[src/rtl/operand_fetch.sv]
`default_nettype none
// ============================================================================
// Module   : operand_fetch
// Purpose  : Sequencer between the decoder and the 16x32 register bank.
//            Reads up to two source operands (PC register served from pc_in
//            plus an offset), presents them to execute, and serialises
//            result writebacks into the bank. Every bank access is exactly
//            one rb_trigger toggle.
// Revision : 1.0 - initial release
// ============================================================================
module operand_fetch #(
  parameter int DATA_W    = 32,
  parameter int ADDR_W    = 4,
  parameter int PC_REG    = 15,
  parameter int PC_OFFSET = 8
) (
  input  logic              clk,
  input  logic              reset_n,
  input  logic              dec_req,
  output logic              dec_ack,
  input  logic [ADDR_W-1:0] rn,
  input  logic [ADDR_W-1:0] rm,
  input  logic              use_rm,
  input  logic [DATA_W-1:0] pc_in,
  output logic              op_valid,
  input  logic              op_ready,
  output logic [DATA_W-1:0] op_a,
  output logic [DATA_W-1:0] op_b,
  input  logic              wb_req,
  input  logic [ADDR_W-1:0] wb_addr,
  input  logic [DATA_W-1:0] wb_data,
  output logic              wb_ack,
  output logic [ADDR_W-1:0] rb_addr,
  output logic [DATA_W-1:0] rb_data_w,
  input  logic [DATA_W-1:0] rb_data_r,
  output logic              rb_rw,
  output logic              rb_trigger
);

  localparam logic [ADDR_W-1:0] c_pc_reg = ADDR_W'(PC_REG);
  localparam logic [DATA_W-1:0] c_pc_off = DATA_W'(PC_OFFSET);

  // A bank read is launched on entry to RD_x and captured when leaving CAP_x,
  // giving the bank two full clock periods to respond to the trigger edge.
  typedef enum logic [2:0] {
    S_IDLE  = 3'd0,
    S_RD_A  = 3'd1,
    S_CAP_A = 3'd2,
    S_RD_B  = 3'd3,
    S_CAP_B = 3'd4,
    S_OUT   = 3'd5,
    S_WB    = 3'd6
  } state_t;

  state_t              r_state;
  state_t              w_state_nxt;

  // Registered outputs
  logic                r_dec_ack;
  logic                r_wb_ack;
  logic                r_op_valid;
  logic [DATA_W-1:0]   r_op_a;
  logic [DATA_W-1:0]   r_op_b;
  logic [ADDR_W-1:0]   r_rb_addr;
  logic [DATA_W-1:0]   r_rb_data_w;
  logic                r_rb_rw;
  logic                r_rb_trigger;

  // Request fields captured at acceptance
  logic [ADDR_W-1:0]   r_rn;
  logic [ADDR_W-1:0]   r_rm;
  logic                r_use_rm;
  logic [DATA_W-1:0]   r_pc;

  // Next-state values
  logic                w_dec_ack_nxt;
  logic                w_wb_ack_nxt;
  logic                w_op_valid_nxt;
  logic [DATA_W-1:0]   w_op_a_nxt;
  logic [DATA_W-1:0]   w_op_b_nxt;
  logic [ADDR_W-1:0]   w_rb_addr_nxt;
  logic [DATA_W-1:0]   w_rb_data_w_nxt;
  logic                w_rb_rw_nxt;
  logic                w_rb_trigger_nxt;
  logic                w_accept;
  logic                w_to_b;
  logic [DATA_W-1:0]   w_pc_opnd;

  // Operand value substituted for PC_REG reads (wraps modulo 2^DATA_W)
  assign w_pc_opnd = r_pc + c_pc_off;

  // State register
  always_ff @(posedge clk or negedge reset_n) begin
    if (!reset_n) begin
      r_state <= S_IDLE;
    end else begin
      r_state <= w_state_nxt;
    end
  end

  // Next-state and next-output decode
  always_comb begin
    w_state_nxt      = r_state;
    w_dec_ack_nxt    = 1'b0;
    w_wb_ack_nxt     = 1'b0;
    w_op_valid_nxt   = r_op_valid;
    w_op_a_nxt       = r_op_a;
    w_op_b_nxt       = r_op_b;
    w_rb_addr_nxt    = r_rb_addr;
    w_rb_data_w_nxt  = r_rb_data_w;
    w_rb_rw_nxt      = r_rb_rw;
    w_rb_trigger_nxt = r_rb_trigger;
    w_accept         = 1'b0;
    w_to_b           = 1'b0;

    case (r_state)
      S_IDLE: begin
        // Writeback first so a following read observes the new value
        if (wb_req) begin
          w_state_nxt      = S_WB;
          w_rb_addr_nxt    = wb_addr;
          w_rb_data_w_nxt  = wb_data;
          w_rb_rw_nxt      = 1'b0;
          w_rb_trigger_nxt = ~r_rb_trigger;
        end else if (dec_req) begin
          w_accept      = 1'b1;
          w_dec_ack_nxt = 1'b1;
          w_state_nxt   = S_RD_A;
          // PC operand needs no bank access; RD_A then only resolves it
          if (rn != c_pc_reg) begin
            w_rb_addr_nxt    = rn;
            w_rb_rw_nxt      = 1'b1;
            w_rb_trigger_nxt = ~r_rb_trigger;
          end
        end
      end
      S_RD_A: begin
        if (r_rn == c_pc_reg) begin
          w_op_a_nxt = w_pc_opnd;
          w_to_b     = 1'b1;
        end else begin
          w_state_nxt = S_CAP_A;
        end
      end
      S_CAP_A: begin
        w_op_a_nxt = rb_data_r;
        w_to_b     = 1'b1;
      end
      S_RD_B: begin
        w_state_nxt = S_CAP_B;
      end
      S_CAP_B: begin
        w_op_b_nxt     = rb_data_r;
        w_op_valid_nxt = 1'b1;
        w_state_nxt    = S_OUT;
      end
      S_OUT: begin
        if (op_ready) begin
          w_op_valid_nxt = 1'b0;
          w_state_nxt    = S_IDLE;
        end
      end
      S_WB: begin
        w_wb_ack_nxt = 1'b1;
        w_rb_rw_nxt  = 1'b1;
        w_state_nxt  = S_IDLE;
      end
      default: begin
        w_state_nxt = S_IDLE;
      end
    endcase

    // Operand A resolved: either finish, bypass B from PC, or launch B read
    if (w_to_b) begin
      if (!r_use_rm) begin
        w_op_b_nxt     = '0;
        w_op_valid_nxt = 1'b1;
        w_state_nxt    = S_OUT;
      end else if (r_rm == c_pc_reg) begin
        w_op_b_nxt     = w_pc_opnd;
        w_op_valid_nxt = 1'b1;
        w_state_nxt    = S_OUT;
      end else begin
        w_rb_addr_nxt    = r_rm;
        w_rb_rw_nxt      = 1'b1;
        w_rb_trigger_nxt = ~r_rb_trigger;
        w_state_nxt      = S_RD_B;
      end
    end
  end

  // Output registers; reset leaves rb_rw as read so a trigger edge is benign
  always_ff @(posedge clk or negedge reset_n) begin
    if (!reset_n) begin
      r_dec_ack    <= 1'b0;
      r_wb_ack     <= 1'b0;
      r_op_valid   <= 1'b0;
      r_op_a       <= '0;
      r_op_b       <= '0;
      r_rb_addr    <= '0;
      r_rb_data_w  <= '0;
      r_rb_rw      <= 1'b1;
      r_rb_trigger <= 1'b0;
    end else begin
      r_dec_ack    <= w_dec_ack_nxt;
      r_wb_ack     <= w_wb_ack_nxt;
      r_op_valid   <= w_op_valid_nxt;
      r_op_a       <= w_op_a_nxt;
      r_op_b       <= w_op_b_nxt;
      r_rb_addr    <= w_rb_addr_nxt;
      r_rb_data_w  <= w_rb_data_w_nxt;
      r_rb_rw      <= w_rb_rw_nxt;
      r_rb_trigger <= w_rb_trigger_nxt;
    end
  end

  // Capture the request fields when the decoder is acknowledged
  always_ff @(posedge clk or negedge reset_n) begin
    if (!reset_n) begin
      r_rn     <= '0;
      r_rm     <= '0;
      r_use_rm <= 1'b0;
      r_pc     <= '0;
    end else if (w_accept) begin
      r_rn     <= rn;
      r_rm     <= rm;
      r_use_rm <= use_rm;
      r_pc     <= pc_in;
    end
  end

  assign dec_ack    = r_dec_ack;
  assign wb_ack     = r_wb_ack;
  assign op_valid   = r_op_valid;
  assign op_a       = r_op_a;
  assign op_b       = r_op_b;
  assign rb_addr    = r_rb_addr;
  assign rb_data_w  = r_rb_data_w;
  assign rb_rw      = r_rb_rw;
  assign rb_trigger = r_rb_trigger;

endmodule
`default_nettype wire

[config.mk]
export PLATFORM = sky130hd
export DESIGN_NAME = operand_fetch
export DESIGN_NICKNAME = d
export VERILOG_FILES = /design/src/rtl/operand_fetch.sv
export SDC_FILE = /design/constraint.sdc
export NUM_CORES = 1
export LEC_CHECK = 0
export ABC_AREA = 1
export CAP_MARGIN = 20
export CORE_MARGIN = 8
export CORE_UTILIZATION = 35
export DETAILED_ROUTE_END_ITERATION = 10
export HOLD_SLACK_MARGIN = 0.12
export PLACE_DENSITY = 0.66
export SETUP_SLACK_MARGIN = 0.15
export SYNTH_ARGS = -nofsm -noshare
export SYNTH_HDL_FRONTEND = slang
export SYNTH_SLANG_ARGS = --single-unit
[constraint.sdc]
create_clock -name clk -period 1.6 [get_ports clk]
set_clock_uncertainty 0.1 [all_clocks]
set_input_delay 0.16 -clock clk [delete_from_list [all_inputs] [get_ports clk]]
set_output_delay 0.16 -clock clk [all_outputs]
set_load 0.01 [all_outputs]
== Word level (Yosys, flattened, before mapping) ==
Index checks and enable logic that the tools add are counted.
Word-level totals
  register bits: 149
  input bits: 114
Cells by class
  add/subtract/negate cells: 1
  equal/unequal tests: 14
  mux-type cells: 46
  bitwise operators: 1
  reduce and logical (&&, ||, !) cells: 5
Operator list (count)
  $mux 32: 5
  $pmux 32 s2: 1
  $add 32x4->32 const B: 1
  $mux 4: 7
  $mux 1: 22
  $mux 3: 7
  $pmux 3 s6: 1
  $eq 3x3->1 const B: 3
  $eq 4x4->1 const B: 2
  $ne 4x4->1 const B: 2
  $eq 3x2->1 const B: 2
  $ne 3x3->1 const B: 2
  $pmux 1 s2: 3
  $ne 2x2->1 const B: 2
  $reduce_and 2->1: 2
  $reduce_and 4->1: 1
  $eq 3x1->1 const B: 1
  $logic_not 3->1: 1
  $reduce_bool 2->1: 1
  $not 1->1: 1

== Depth between registers and ports, before layout ==
Gate-level depths: netlist of run 1.
  depth after elaboration: 8
  gate-level depth with buffers: 10
  gate-level depth less buffers: 10

== Least setup slack after synthesis of run 1 ==
Ideal clock, no wire load.
  path type: reg-to-reg
  start: reg r_state[0]
  end: reg r_pc[13]
  arrival: 1334 ps
  path slack: 50 ps
  stages on the path, launching flop included: 10
  path through: dfrtp_1 buf_4 nor2_4 nand2_4 nor2_4 nand2_2 buf_2 buf_6 nand2_1 nand2_1
On the way
  cells in the longest elaborated chain, start to end: 2
Ends and longest elaborated chain
  start, declared: RTL line 55  | state_t r_state;
  start signal, assigned: RTL line 97  | r_state <= w_state_nxt;
  $logic_not 3->1: RTL line 116  | case (r_state)
  $mux 1: RTL line 116
  end signal, assigned: RTL line 228  | r_pc <= pc_in;
  end, declared: RTL line 73  | logic [DATA_W-1:0] r_pc;
Every way passes these cells.
A chain may end at the register's enable or synchronous reset.

== Worst setup path after layout of run 1 ==
  start: reg r_pc[3]
  end: reg r_op_a[23], in the netlist op_a[23]
On the way
  cells in the longest elaborated chain, start to end: 3
Ends and longest elaborated chain
  $add 32x4->32: RTL line 90  | assign w_pc_opnd = r_pc + c_pc_off;
  $mux 32: RTL line 138  | if (r_rn == c_pc_reg) begin
  $pmux 32 s2: RTL line 116
  end signal, assigned: RTL line 208  | r_op_a <= w_op_a_nxt;
  end, declared: RTL line 62  | logic [DATA_W-1:0] r_op_a;
Every way passes these cells. The select of a mux whose other input is x is not followed.

==> flow_summary.yaml, run 1 <==
cells_and_area:
  nets: 1465
  final_cell_mix: "340 x nand2_1, 134 x dfrtp_1, 126 x nand2_2, 112 x clkdlybuf4s50_1, 103 x dlygate4sd2_1"
  drive_gt1_share_pct: 34.07
  area_growth_pct: 79.11
  design_area_sq_mm: 0.01331
  layout_commonest_cell: "nand2_1"
  fill_cells: 1684
timing:
  max_freq_mhz: 576.3
  tightestPinTransition_ns: 0.5523
  min_period_over_period_pct: 108.5
  finalHoldViolCount: 0
  tns_ns: -2.243
  setup_viol: 51
  slew_violations: 0
  final.setup.worst_slack_ns: -0.1352
  slew_headroom_pct: 63.05
  rsz0062_at_grt: "yes"
  fin_crit_ns: 1.735
detailed_routing:
  vias_per_cell: 5.015
  drt.antenna.violating_nets: 0
  vias: 8224
  wl_per_cell_um: 18.97
  wl_um: 31110
  drc: 0
  drt_iter0_markers: 643
  first_pass_iters: 5
global_route:
  antenna_found_initial: 3
  grt_overflow: 0
  met3_usage_pct: 4.733
  grt.met2_usage_pct: 34.36
  grt_max_degree: 44
  grt.busiest_layer: "met2"
  grt_pass1_vias: 7693
  grtUsageMet1_pct: 26.40
  grt_use_total_pct: 20.82
  grt_pass1_wl_um: 42670
pwr:
  vdd_ir_drop_max_uv: 722.1
  power.net_switching_mw: 9.581
  pwr_density_cell_mw_per_mm2: 1746
  p_comb_share_pct: 52.3
  seq_power_share_pct: 30.6
  p_int_mw: 13.65
  clkPwrFrac_pct: 17.1
  leakage_nw: 6.715
  swShare_pct: 41.24
floorplanning:
  die_h_um: 161.7
  pin_count: 219
  start_util_pct: 35.45
  die-width_um: 161.7
  coreArea_sq_mm: 0.02096
  rows: 53
  die_area_sq_mm: 0.02614
clock_tree:
  clock_latency_ns: 0.43
  cts.path.max_buffers: 2
  clock-root-buffer: "clkbuf_16"
  htreeDepth: 4
  cts_tree: "done"
  cts_buffers: 17
  cts_sinks: 149
  path_clk_slew_ns: 0.06
worst_setup_path:
  worst_ep_arrival_time_ns: 1.96
  worst-path-max-fanout: 4
  critical-path-max-stage-delay_ns: 0.41
  path_cells: "ha_2, nand2_2, nor2_4, nand2_4, nor2_4, nand2_2, nand2_2, nand2_2, nand2_1, nand2_1"
  path_class: "register to register"
  critical_path_buf_inv_count: 0
  crit_family: "simple AND/OR/NAND/NOR gates"
  crit-reg2reg-launch: "r_pc[3]"
  startpoint: "r_pc[3]"
  critPathCaptureType: "register"
  crit_path_top_delay_cell: "dfrtp_1"
  critPathLaunchType: "register"
  cpMostUsedCell: "nand2_2"
  critPathRequiredTime_ns: 1.82
synth:
  synth_top_area_cell: "dfrtp_1"
  synth_compound_area_share_pct: 5.592
  synth_top_area_share_pct: 49.86
  synth_edf_count: 0
  synth_ff_type: "dfrtp_1"
  yosysSeqAreaShare_pct: 50.21
  yosysWarnings: 0
  netlist_area_sq_mm: 0.007428
  synth_top_family_by_area: "simple AND/OR/NAND/NOR gates"
  ys_seq_elements: 149
  synthCells: 1005
  muxShareOfSynthArea_pct: 0
  synth-xor-area-share_pct: 1.297
  synthArstFlopShare_pct: 100.0
  synth_area_leaders: "dfrtp_1 50%, nand2_1 25%, inv_1 4.6%"
  synth_fa_ha_area_share_pct: 0.1684
  synth_simple_gate_area_share_pct: 34.93
  syn_nets: 1120
  synth_cell_types: 33
  syn_avg_cell_area_sq_um: 7.391
min_path:
  holdCritPathClass: "input port to asynchronous set/reset pin"
place:
  dp_hpwl_um: 18490
  place_congestion: 0.8771
  placed_area_sq_mm: 0.01039
  io_buffer_count: 218
run:
  maxCapViolations: 0
status:
  violations: "setup timing"
  status: "complete, but fails checks"
==> power groups by stage <==
stage | Clock (mW) | Combinational (mW) | Sequential (mW)
2_1_floorplan | 0 | 4.22 | 7.26
3_3_place_gp | 0 | 9.39 | 6.92
3_5_place_dp | 0 | 9.47 | 6.95
4_1_cts | 3.98 | 9.83 | 6.91
5_1_grt | 4.17 | 13.1 | 7.30
6_report | 3.97 | 12.1 | 7.12
==> Yosys cell counts, types with 2 or more instances <==
library cell / instances
buf_4: 7
xnor2_1: 5
o21ai_0: 41
nand4_1: 5
nor2_1: 65
inv_1: 91
nand2_2: 3
o21ai_1: 11
dfrtp_1: 148
buf_2: 11
nand2_4: 3
nand3_1: 42
o211ai_1: 2
xor2_1: 6
buf_6: 6
inv_2: 5
nand2_1: 501
nor2_4: 5
o21bai_1: 3
nor2_2: 3
nor3_1: 3
clkbuf_1: 9
nand3b_1: 3
o22ai_1: 18
==> layout make-up <==
class	count	area [sq um]	share of cell area, %
Antenna cell	3	7.507	0.05642
Clock inverter	9	103.9	0.7805
Timing Repair Buffer	356	3931	29.55
Multi-Input combinational cell	728	4279	32.16
Sequential cell	149	3747	28.16
Tap cell	275	344.1	2.586
Inverter	98	427.9	3.216
Clock buffer	22	464.2	3.489
==> registers in the layout, summed over array words and instances, names as in the netlist <==
name,cells
dec_ack,1
op_a,32
op_b,32
op_valid,1
r_pc,32
r_rm,4
r_rn,4
r_state,3
r_use_rm,1
rb_addr,4
rb_data_w,32
rb_rw,1
rb_trigger,1
wb_ack,1
==> through the flow <==
step / setup WS (ns) / power [mW] / instances / hold WS (ns) / utilization [%]
3_5_place_dp: -0.1142 / 16.42 / 1524 / 0.01669 / 49.58
3_3_place_gp: -0.09566 / 16.31 / 1524 / 0.01441 / 49.58
2_1_floorplan: 0.09741 / 11.48 / 1005 / -0.2356 / -
4_1_cts: 0.0006182 / 20.71 / 1597 / 0.1353 / 56.81
6_report: -0.1352 / 23.23 / 1640 / 0.1288 / 63.49
5_1_grt: -0.1455 / 24.56 / 1640 / 0.1640 / 63.49
==> worst register-to-register path, delay by kind of cell, from the launching register on <==
kind	cells	cell delay, ns
fa+ha+maj	1	0.22
flops	1	0.41
simple gates	9	0.89
==> layer usage <==
metal	vias up	share of wire (%)	wire length, um
li1	3792	-	-
met1	3992	39	12050
met3	74	7.4	2317
met2	366	50	15710
met5	-	0	0
met4	0	3.3	1035
==> repair_timing <==
item / in CTS / in global routing
endpoints found under the setup margin: 220 / 148
gates resized for setup: 260 / 279
hold buffers: 1 / 0
pin swaps: 41 / 78
cloned: 13 / 16
endpoints found under the hold margin: 148 / 0
buffers inserted: 28 / 24
==> path summary, 6_finish.rpt <==
check | slack (ns) | to | cells after the start
worst max register to register | -0.14 | op_a[23] | 10
worst min register to register | 0.37 | rb_data_w[16] | 2
min in group clk | 0.16 | rb_data_w[20] | 3
worst min-delay path | 0.13 | rb_data_w[18] | 2
worst max-delay path | -0.14 | op_a[23] | 10
max in group asynchronous | 0.62 | rb_rw | 3
==> logic make-up after synthesis <==
logic type      count (synthesis)
compound gates                 76
buf+inv                       131
flops                         149
simple gates                  637
xor+xnor                       11
fa+ha+maj                       1
No activity file was read; power rests on OpenSTA's default activity.
==> run 2, diff against run 1 <==
- ABC_CLOCK_PERIOD_IN_PS: unset -> 1600
- CTS_CLUSTER_SIZE: unset -> 20
==> results of run 2 <==
No change in the layout: final DEF, timing and power equal those of run 1.
